### src/rtl/serial_adder_if.sv
// Start/done handshake and operand/result bundle for the bit-serial adder.
// The master drives the request; the adder (slave) returns status and results.
interface serial_adder_if #(
    parameter int WIDTH = 8
);
    logic             start;
    logic             sub;
    logic [WIDTH-1:0] a;
    logic [WIDTH-1:0] b;
    logic             busy;
    logic             done;
    logic [WIDTH-1:0] sum;
    logic             c_out;
    logic             ovf;

    modport master (
        output start, sub, a, b,
        input  busy, done, sum, c_out, ovf
    );

    modport slave (
        input  start, sub, a, b,
        output busy, done, sum, c_out, ovf
    );
endinterface

### src/rtl/serial_adder.sv
// Bit-serial add/subtract: one full-adder slice, LSB first, registered carry.
// Results and flags update only on the completion edge and are held until the next one.
module serial_adder #(
    parameter int WIDTH = 8
) (
    input  logic         clk,
    input  logic         rst_n,
    serial_adder_if.slave bus
);
    //  state | meaning
    //  IDLE  | waiting for start; operands captured on acceptance
    //  RUN   | one bit per edge, counter tracks the bit being processed
    //  DONE  | results valid, done pulse; returns to IDLE unconditionally
    typedef enum logic [1:0] {ST_IDLE, ST_RUN, ST_DONE} state_t;

    localparam int             CW   = $clog2(WIDTH);
    localparam logic [CW-1:0]  LAST = CW'(WIDTH - 1);

    state_t           state_q, state_d;
    logic [WIDTH-1:0] a_q, a_d;
    logic [WIDTH-1:0] b_q, b_d;
    logic [WIDTH-1:0] res_q, res_d;
    logic [WIDTH-1:0] sum_q, sum_d;
    logic [CW-1:0]    cnt_q, cnt_d;
    logic             cy_q, cy_d;
    logic             c_out_q, c_out_d;
    logic             ovf_q, ovf_d;
    logic             done_q, done_d;

    logic bit_s;
    logic bit_c;

    assign bit_s = a_q[0] ^ b_q[0] ^ cy_q;
    assign bit_c = (a_q[0] & b_q[0]) | (a_q[0] & cy_q) | (b_q[0] & cy_q);

    always_comb begin
        state_d = state_q;
        a_d     = a_q;
        b_d     = b_q;
        res_d   = res_q;
        sum_d   = sum_q;
        cnt_d   = cnt_q;
        cy_d    = cy_q;
        c_out_d = c_out_q;
        ovf_d   = ovf_q;
        done_d  = 1'b0;
        case (state_q)
            ST_IDLE: begin
                if (bus.start) begin
                    state_d = ST_RUN;
                    a_d     = bus.a;
                    b_d     = bus.sub ? ~bus.b : bus.b;
                    cy_d    = bus.sub;
                    cnt_d   = '0;
                end
            end
            ST_RUN: begin
                a_d   = a_q >> 1;
                b_d   = b_q >> 1;
                cy_d  = bit_c;
                res_d = {bit_s, res_q[WIDTH-1:1]};
                cnt_d = cnt_q + CW'(1);
                if (cnt_q == LAST) begin
                    // cy_q here is the carry into the MSB, bit_c the carry out of it
                    state_d = ST_DONE;
                    sum_d   = {bit_s, res_q[WIDTH-1:1]};
                    c_out_d = bit_c;
                    ovf_d   = cy_q ^ bit_c;
                    done_d  = 1'b1;
                end
            end
            ST_DONE: state_d = ST_IDLE;
            default: state_d = ST_IDLE;
        endcase
    end

    always_ff @(posedge clk) begin
        if (!rst_n) begin
            state_q <= ST_IDLE;
            a_q     <= '0;
            b_q     <= '0;
            res_q   <= '0;
            sum_q   <= '0;
            cnt_q   <= '0;
            cy_q    <= 1'b0;
            c_out_q <= 1'b0;
            ovf_q   <= 1'b0;
            done_q  <= 1'b0;
        end else begin
            state_q <= state_d;
            a_q     <= a_d;
            b_q     <= b_d;
            res_q   <= res_d;
            sum_q   <= sum_d;
            cnt_q   <= cnt_d;
            cy_q    <= cy_d;
            c_out_q <= c_out_d;
            ovf_q   <= ovf_d;
            done_q  <= done_d;
        end
    end

    assign bus.busy  = (state_q != ST_IDLE);
    assign bus.done  = done_q;
    assign bus.sum   = sum_q;
    assign bus.c_out = c_out_q;
    assign bus.ovf   = ovf_q;
endmodule
### src/flat_wrapper.sv
// flat-port wrapper written by rule: the top's interface ports become plain ports
module serial_adder_flat 
#(
    parameter int WIDTH = 8
)
  (clk, rst_n, bus_start, bus_sub, bus_a, bus_b, bus_busy, bus_done, bus_sum, bus_c_out, bus_ovf);
  serial_adder_if #(.WIDTH(WIDTH)) bus_i ();
  input  logic clk;
  input  logic rst_n;
  input wire logic [$bits(bus_i.start)-1:0] bus_start;
  input wire logic [$bits(bus_i.sub)-1:0] bus_sub;
  input wire logic [$bits(bus_i.a)-1:0] bus_a;
  input wire logic [$bits(bus_i.b)-1:0] bus_b;
  output wire logic [$bits(bus_i.busy)-1:0] bus_busy;
  output wire logic [$bits(bus_i.done)-1:0] bus_done;
  output wire logic [$bits(bus_i.sum)-1:0] bus_sum;
  output wire logic [$bits(bus_i.c_out)-1:0] bus_c_out;
  output wire logic [$bits(bus_i.ovf)-1:0] bus_ovf;
  assign bus_i.start = bus_start;
  assign bus_i.sub = bus_sub;
  assign bus_i.a = bus_a;
  assign bus_i.b = bus_b;
  assign bus_busy = bus_i.busy;
  assign bus_done = bus_i.done;
  assign bus_sum = bus_i.sum;
  assign bus_c_out = bus_i.c_out;
  assign bus_ovf = bus_i.ovf;
  serial_adder #(.WIDTH(WIDTH)) u_core (.clk(clk), .rst_n(rst_n), .bus(bus_i));
endmodule
### config.mk
export PLATFORM = sky130hd
export DESIGN_NAME = serial_adder_flat
export DESIGN_NICKNAME = d
export VERILOG_FILES = /design/src/rtl/serial_adder_if.sv /design/src/rtl/serial_adder.sv /design/src/flat_wrapper.sv
export SDC_FILE = /design/constraint.sdc
export NUM_CORES = 1
export LEC_CHECK = 0
export BUFFER_PORTS_ARGS = -buffer_cell sky130_fd_sc_hd__buf_2
export CAP_MARGIN = 40
export CORE_ASPECT_RATIO = 1.75
export CORE_UTILIZATION = 45
export CTS_CLUSTER_SIZE = 30
export DETAILED_ROUTE_END_ITERATION = 10
export PLACE_DENSITY = 0.67
export SLEW_MARGIN = 15
export SYNTH_ARGS = -nofsm -noshare
export SYNTH_HDL_FRONTEND = slang
export SYNTH_SLANG_ARGS = --single-unit
### constraint.sdc
create_clock -name clk -period 3 [get_ports clk]
set_input_delay 0.3 -clock clk [delete_from_list [all_inputs] [get_ports clk]]
set_output_delay 0.3 -clock clk [all_outputs]
set_load 0.01 [all_outputs]
# Word level (Yosys, flattened, before mapping)
# Index checks and enable logic that the tools add are counted.
word_totals:
  word_cells: 44
  register_bits: 41
classes:
  n_reduce_logical: 7
  eq_ne: 4
  addsub: 1
  bitwise: 9
  n_mux: 13
ops:
  columns: ["operator", "count"]
  rows:
  - ["case mux 8 bit (2 select lines)", 2]
  - ["2-to-1 mux 8 bit", 3]
  - ["inverter 8 bit", 1]
  - ["AND reduction 2 bit", 4]
  - ["case mux 3 bit (2 select lines)", 1]
  - ["2-to-1 mux 2 bit", 2]
  - ["case mux 2 bit (2 select lines)", 1]
  - ["nonzero test 2 bit", 2]
  - ["adder 3 x 1 -> 3 bit (second input constant)", 1]
  - ["bitwise AND 1 bit", 3]
  - ["== test 3 bit (second input constant)", 1]
  - ["2-to-1 mux 3 bit", 1]
  - ["bitwise XOR 1 bit", 3]
  - ["== test 2 x 1 -> 1 bit (second input constant)", 1]
  - ["zero test 2 bit", 1]
  - ["2-to-1 mux 1 bit", 2]
  - ["inequality test 2 x 1 -> 1 bit (second input constant)", 1]
  - ["inequality test 2 bit (second input constant)", 1]
  - ["bitwise OR 1 bit", 2]
  - ["case mux 1 bit (2 select lines)", 1]

# Logic depth before layout (Yosys ltp)
logic_depth:
  depth_word: 4
  ltp_mapped: 6

# Worst setup path before layout
# Ideal clock, no wire load.
synth_path:
  path_type: "register to register"
  from: "register u_core.cnt_q[0]"
  to: "register u_core.ovf_q (netlist: u_core.bus.ovf)"
  required_time_ps: 2914
  arrival_time_ps: 1190
  setup_ps: 86
  stages_incl_launch_ff: 6
  setup_slack_ps: 1725
  period_less_slack_ps: 1275
  cell_sequence: "dfxtp_1 -> ha_1 -> ha_1 -> and3b_1 -> buf_2 -> a211oi_1"
synth_via:
  elab_chain_cells: 2
synth_lines:
  columns: ["item", "line_no", "source"]
  rows:
  - ["from (decl)", "serial_adder.sv:24", "logic [CW-1:0] cnt_q, cnt_d;"]
  - ["from (signal assigned)", "serial_adder.sv:95", "cnt_q <= cnt_d;"]
  - ["== test 3 bit", "serial_adder.sv:63", "if (cnt_q == LAST) begin"]
  - ["AND reduction 2 bit (no source line)", null, null]
  - ["to (signal assigned)", "serial_adder.sv:98", "ovf_q <= ovf_d;"]
  - ["to (decl)", "serial_adder.sv:27", "logic ovf_q, ovf_d;"]
# No other way between the ends.
# A chain may end at the register's enable or synchronous reset.

# Worst setup path in the final report
layout_path:
  from: "register u_core.state_q[1]"
  to: "output bus_busy"
layout_via:
  elab_chain_cells: 1
layout_lines:
  columns: ["item", "line_no", "source"]
  rows:
  - ["from (decl)", "serial_adder.sv:19", "state_t state_q, state_d;"]
  - ["from (signal assigned)", "serial_adder.sv:90", "state_q <= state_d;"]
  - ["nonzero test 2 bit", "serial_adder.sv:103", "assign bus.busy = (state_q != ST_IDLE);"]
  - ["to (decl)", "flat_wrapper.sv:14", "output wire logic [$bits(bus_i.busy)-1:0] bus_busy;"]
# No other way between the ends.

==> flow_metrics.env <==
export IMPL_run_status="finished, final reports clean"
export IMPL_hold_violations=0
export IMPL_p_per_area_nw_per_um2=555
export IMPL_tns_ns=0
export IMPL_async_reset_ff_share_pct=0
export IMPL_drcViolationCount=0
export IMPL_holdCritPathClass="input pin to register"
export IMPL_drtIter0Drc=21
export IMPL_power_total_uw=1100
export IMPL_die_x_um=48.9
export IMPL_core_um2=3660
export IMPL_syn_avg_cell_area_um2=9.07
export IMPL_insertion_delay_ns=0.29
export IMPL_start_util_pct=47.3
export IMPL_regArea_um2=801
export IMPL_synth_seq_cells=40
export IMPL_max_stage_delay_ns=0.58
export IMPL_cts_tree="done"
export IMPL_cts_path_max_buffers=2
export IMPL_hpwl_um=2210
export IMPL_antenna_found_initial=0
export IMPL_cp_max_fo=13
export IMPL_dr_pass1_iters=5
export IMPL_setup_violations=0
export IMPL_wl_per_cell_um=11.7
export IMPL_p_leak_uw=0.000784
export IMPL_gr_total_overflow=0
export IMPL_yosysTopAreaCell="dfxtp_1"
export IMPL_skew_ns=0.00286
export IMPL_relSlewSlack_pct=71.8
export IMPL_numCtsBuffers=5
export IMPL_seq_area_frac_synth_pct=46.2
export IMPL_placed_area_um2=1870
export IMPL_criticalPathCategory="register to output port"
export IMPL_fillers=390
export IMPL_path_delay_family="flip-flops"
export IMPL_ys_flop_type="dfxtp_1"
export IMPL_via_count=1398
export IMPL_synthCells=191
export IMPL_fin_crit_sh_pct=59.5
export IMPL_syn2layout_area_growth_pct=13.9
export IMPL_routed_via_density=5.30
export IMPL_max_freq_ghz=0.561
export IMPL_grt_max_degree=23
export IMPL_grt_use_total_pct=17.5
export IMPL_crit_path_cell_trace="clkinv_1 > nand2_1 > buf_2"
export IMPL_ctsResizeCount=0
export IMPL_antenna_left=0
export IMPL_ctsHoldBuffers=0
export IMPL_portBuffers=31
export IMPL_yosysWarningCount=0
export IMPL_ios=32
export IMPL_final_cell_mix="42 x nand2_1, 40 x dfxtp_1, 31 x buf_2, 24 x a21oi_1, 10 x a22oi_1"
export IMPL_wl_um=3090
export IMPL_cp_end_kind="output port"
export IMPL_cts_sinks=40
export IMPL_chipHeight_um=84.1
export IMPL_yosysTopAreaCellShare_pct=46.2
export IMPL_grt_pass1_wl_um=5510
export IMPL_synth_cell_types=33
export IMPL_synth_edf_count=0
export IMPL_diodes=0
export IMPL_path_buf_inv=2
export IMPL_finalInstanceArea_um2=1970
export IMPL_first_global_vias=1291
export IMPL_cts_root_buf="clkbuf_8"
export IMPL_ys_top_cells_by_area="dfxtp_1 46%, nand2_1 9.1%, a21oi_1 6.9%"
export IMPL_die_area_um2=4110
export IMPL_post_cts_setup_buffers=0
export IMPL_htree_levels=2
export IMPL_final_nets=240
export IMPL_crit_required_ns=2.70
export IMPL_multi_input_area_um2=811
export IMPL_syn_nets=214
export IMPL_layout_commonest_cell="nand2_1"
export IMPL_maxSlewViolCount=0
export IMPL_rsz0062_at_grt="false"
export IMPL_num_rows=29
export IMPL_drive_above_1_share_pct=20.6
export IMPL_clkTransAtPathRegs_ns=0.07
export IMPL_ir_worst_vdd_uv=354
export IMPL_start_kind="register"
export IMPL_worst_pin_slew_ns=0.423
export IMPL_hold_ws_ns=0.303
export IMPL_crit_path_top_delay_cell="dfxtp_1"
export IMPL_critPathArrivalTime_ns=1.48
export IMPL_gp_congestion=0.725
export IMPL_period_minus_slack_ns=1.78
export IMPL_synth_area_um2=1730
export IMPL_maxCapViolCount=0
## cells by family (layout without fill, tap and decap cells)
family	count (synthesis)	after routing	share of synthesized area, %
multiplexers	2	2	1.16
adder cells (fa/ha/maj)	3	3	2.60
AO/OA/AOI/OAI	62	62	22.9
XOR/XNOR	9	9	4.55
AND/OR/NAND/NOR	58	58	15.6
buffers and inverters	17	44	7.00
flip-flops	40	40	46.2
## routing by layer
metal  wire length [um]  GRT usage, %
met1               1260          17.6
met2               1660          32.3
met3                108          4.92
met4                 53          7.49
met5                  0             0
## layout make-up
class	instances	area share [%]
Clock inverter	2	1.77
Sequential cell	40	40.6
Timing Repair Buffer	32	9.25
Multi-Input combinational cell	134	41.1
Tap cell	46	2.92
Inverter	4	0.760
Clock buffer	6	3.68
## registers in the layout, summed over array words and instances (netlist names)
name,cells
u_core.state_q,2
u_core.bus.c_out,1
u_core.res_q,7
u_core.b_q,8
u_core.bus.sum,8
u_core.cnt_q,3
u_core.cy_q,1
u_core.bus.ovf,1
u_core.a_q,8
u_core.bus.done,1
## per-stage QoR
step / std cells / util [%] / setup slack (ns)
2_1_floorplan: 191 / - / 1.72
5_1_grt: 264 / 53.9 / 1.08
3_3_place_gp: 255 / 50.2 / 1.50
6_report: 264 / 53.9 / 1.22
3_5_place_dp: 256 / 50.9 / 1.51
4_1_cts: 264 / 53.9 / 1.20
## worst reg2reg max path: stages, from the launching register on
cell and delay, ns:
dfxtp_1 0.36, ha_1 0.16, ha_1 0.20, and3b_1 0.40, nor2_1 0.07, a211oi_1 0.19
## power by group
part | total, uW | internal, uW | switching (uW)
Combinational | 102 | 47.4 | 54.4
Clock | 422 | 247 | 176
Sequential | 572 | 553 | 18.5
Total | 1100 | 847 | 249
## synthesized netlist by cell type, drive strengths merged (2+ instances only)
master	count
clkinv	2
ha	2
mux2i	2
nor2	6
o221ai	8
o21ai	9
a22oi	10
nand2	42
dfxtp	40
o22ai	7
inv	2
buf	9
a21oi	24
nor2b	2
clkbuf	4
xor2	8
## worst paths after layout
check	slack (ns)	endpoint	start	depth (start not counted)
worst min register to register	0.45	u_core.bus.sum[5]	u_core.bus.sum[5]	2
worst min-delay path	0.30	u_core.b_q[2]	bus_b[2]	4
worst max-delay path	1.22	bus_busy	u_core.state_q[1]	3
worst max register to register	1.53	u_core.bus.ovf	u_core.cnt_q[0]	5
Power figures use the tool's default switching activity.
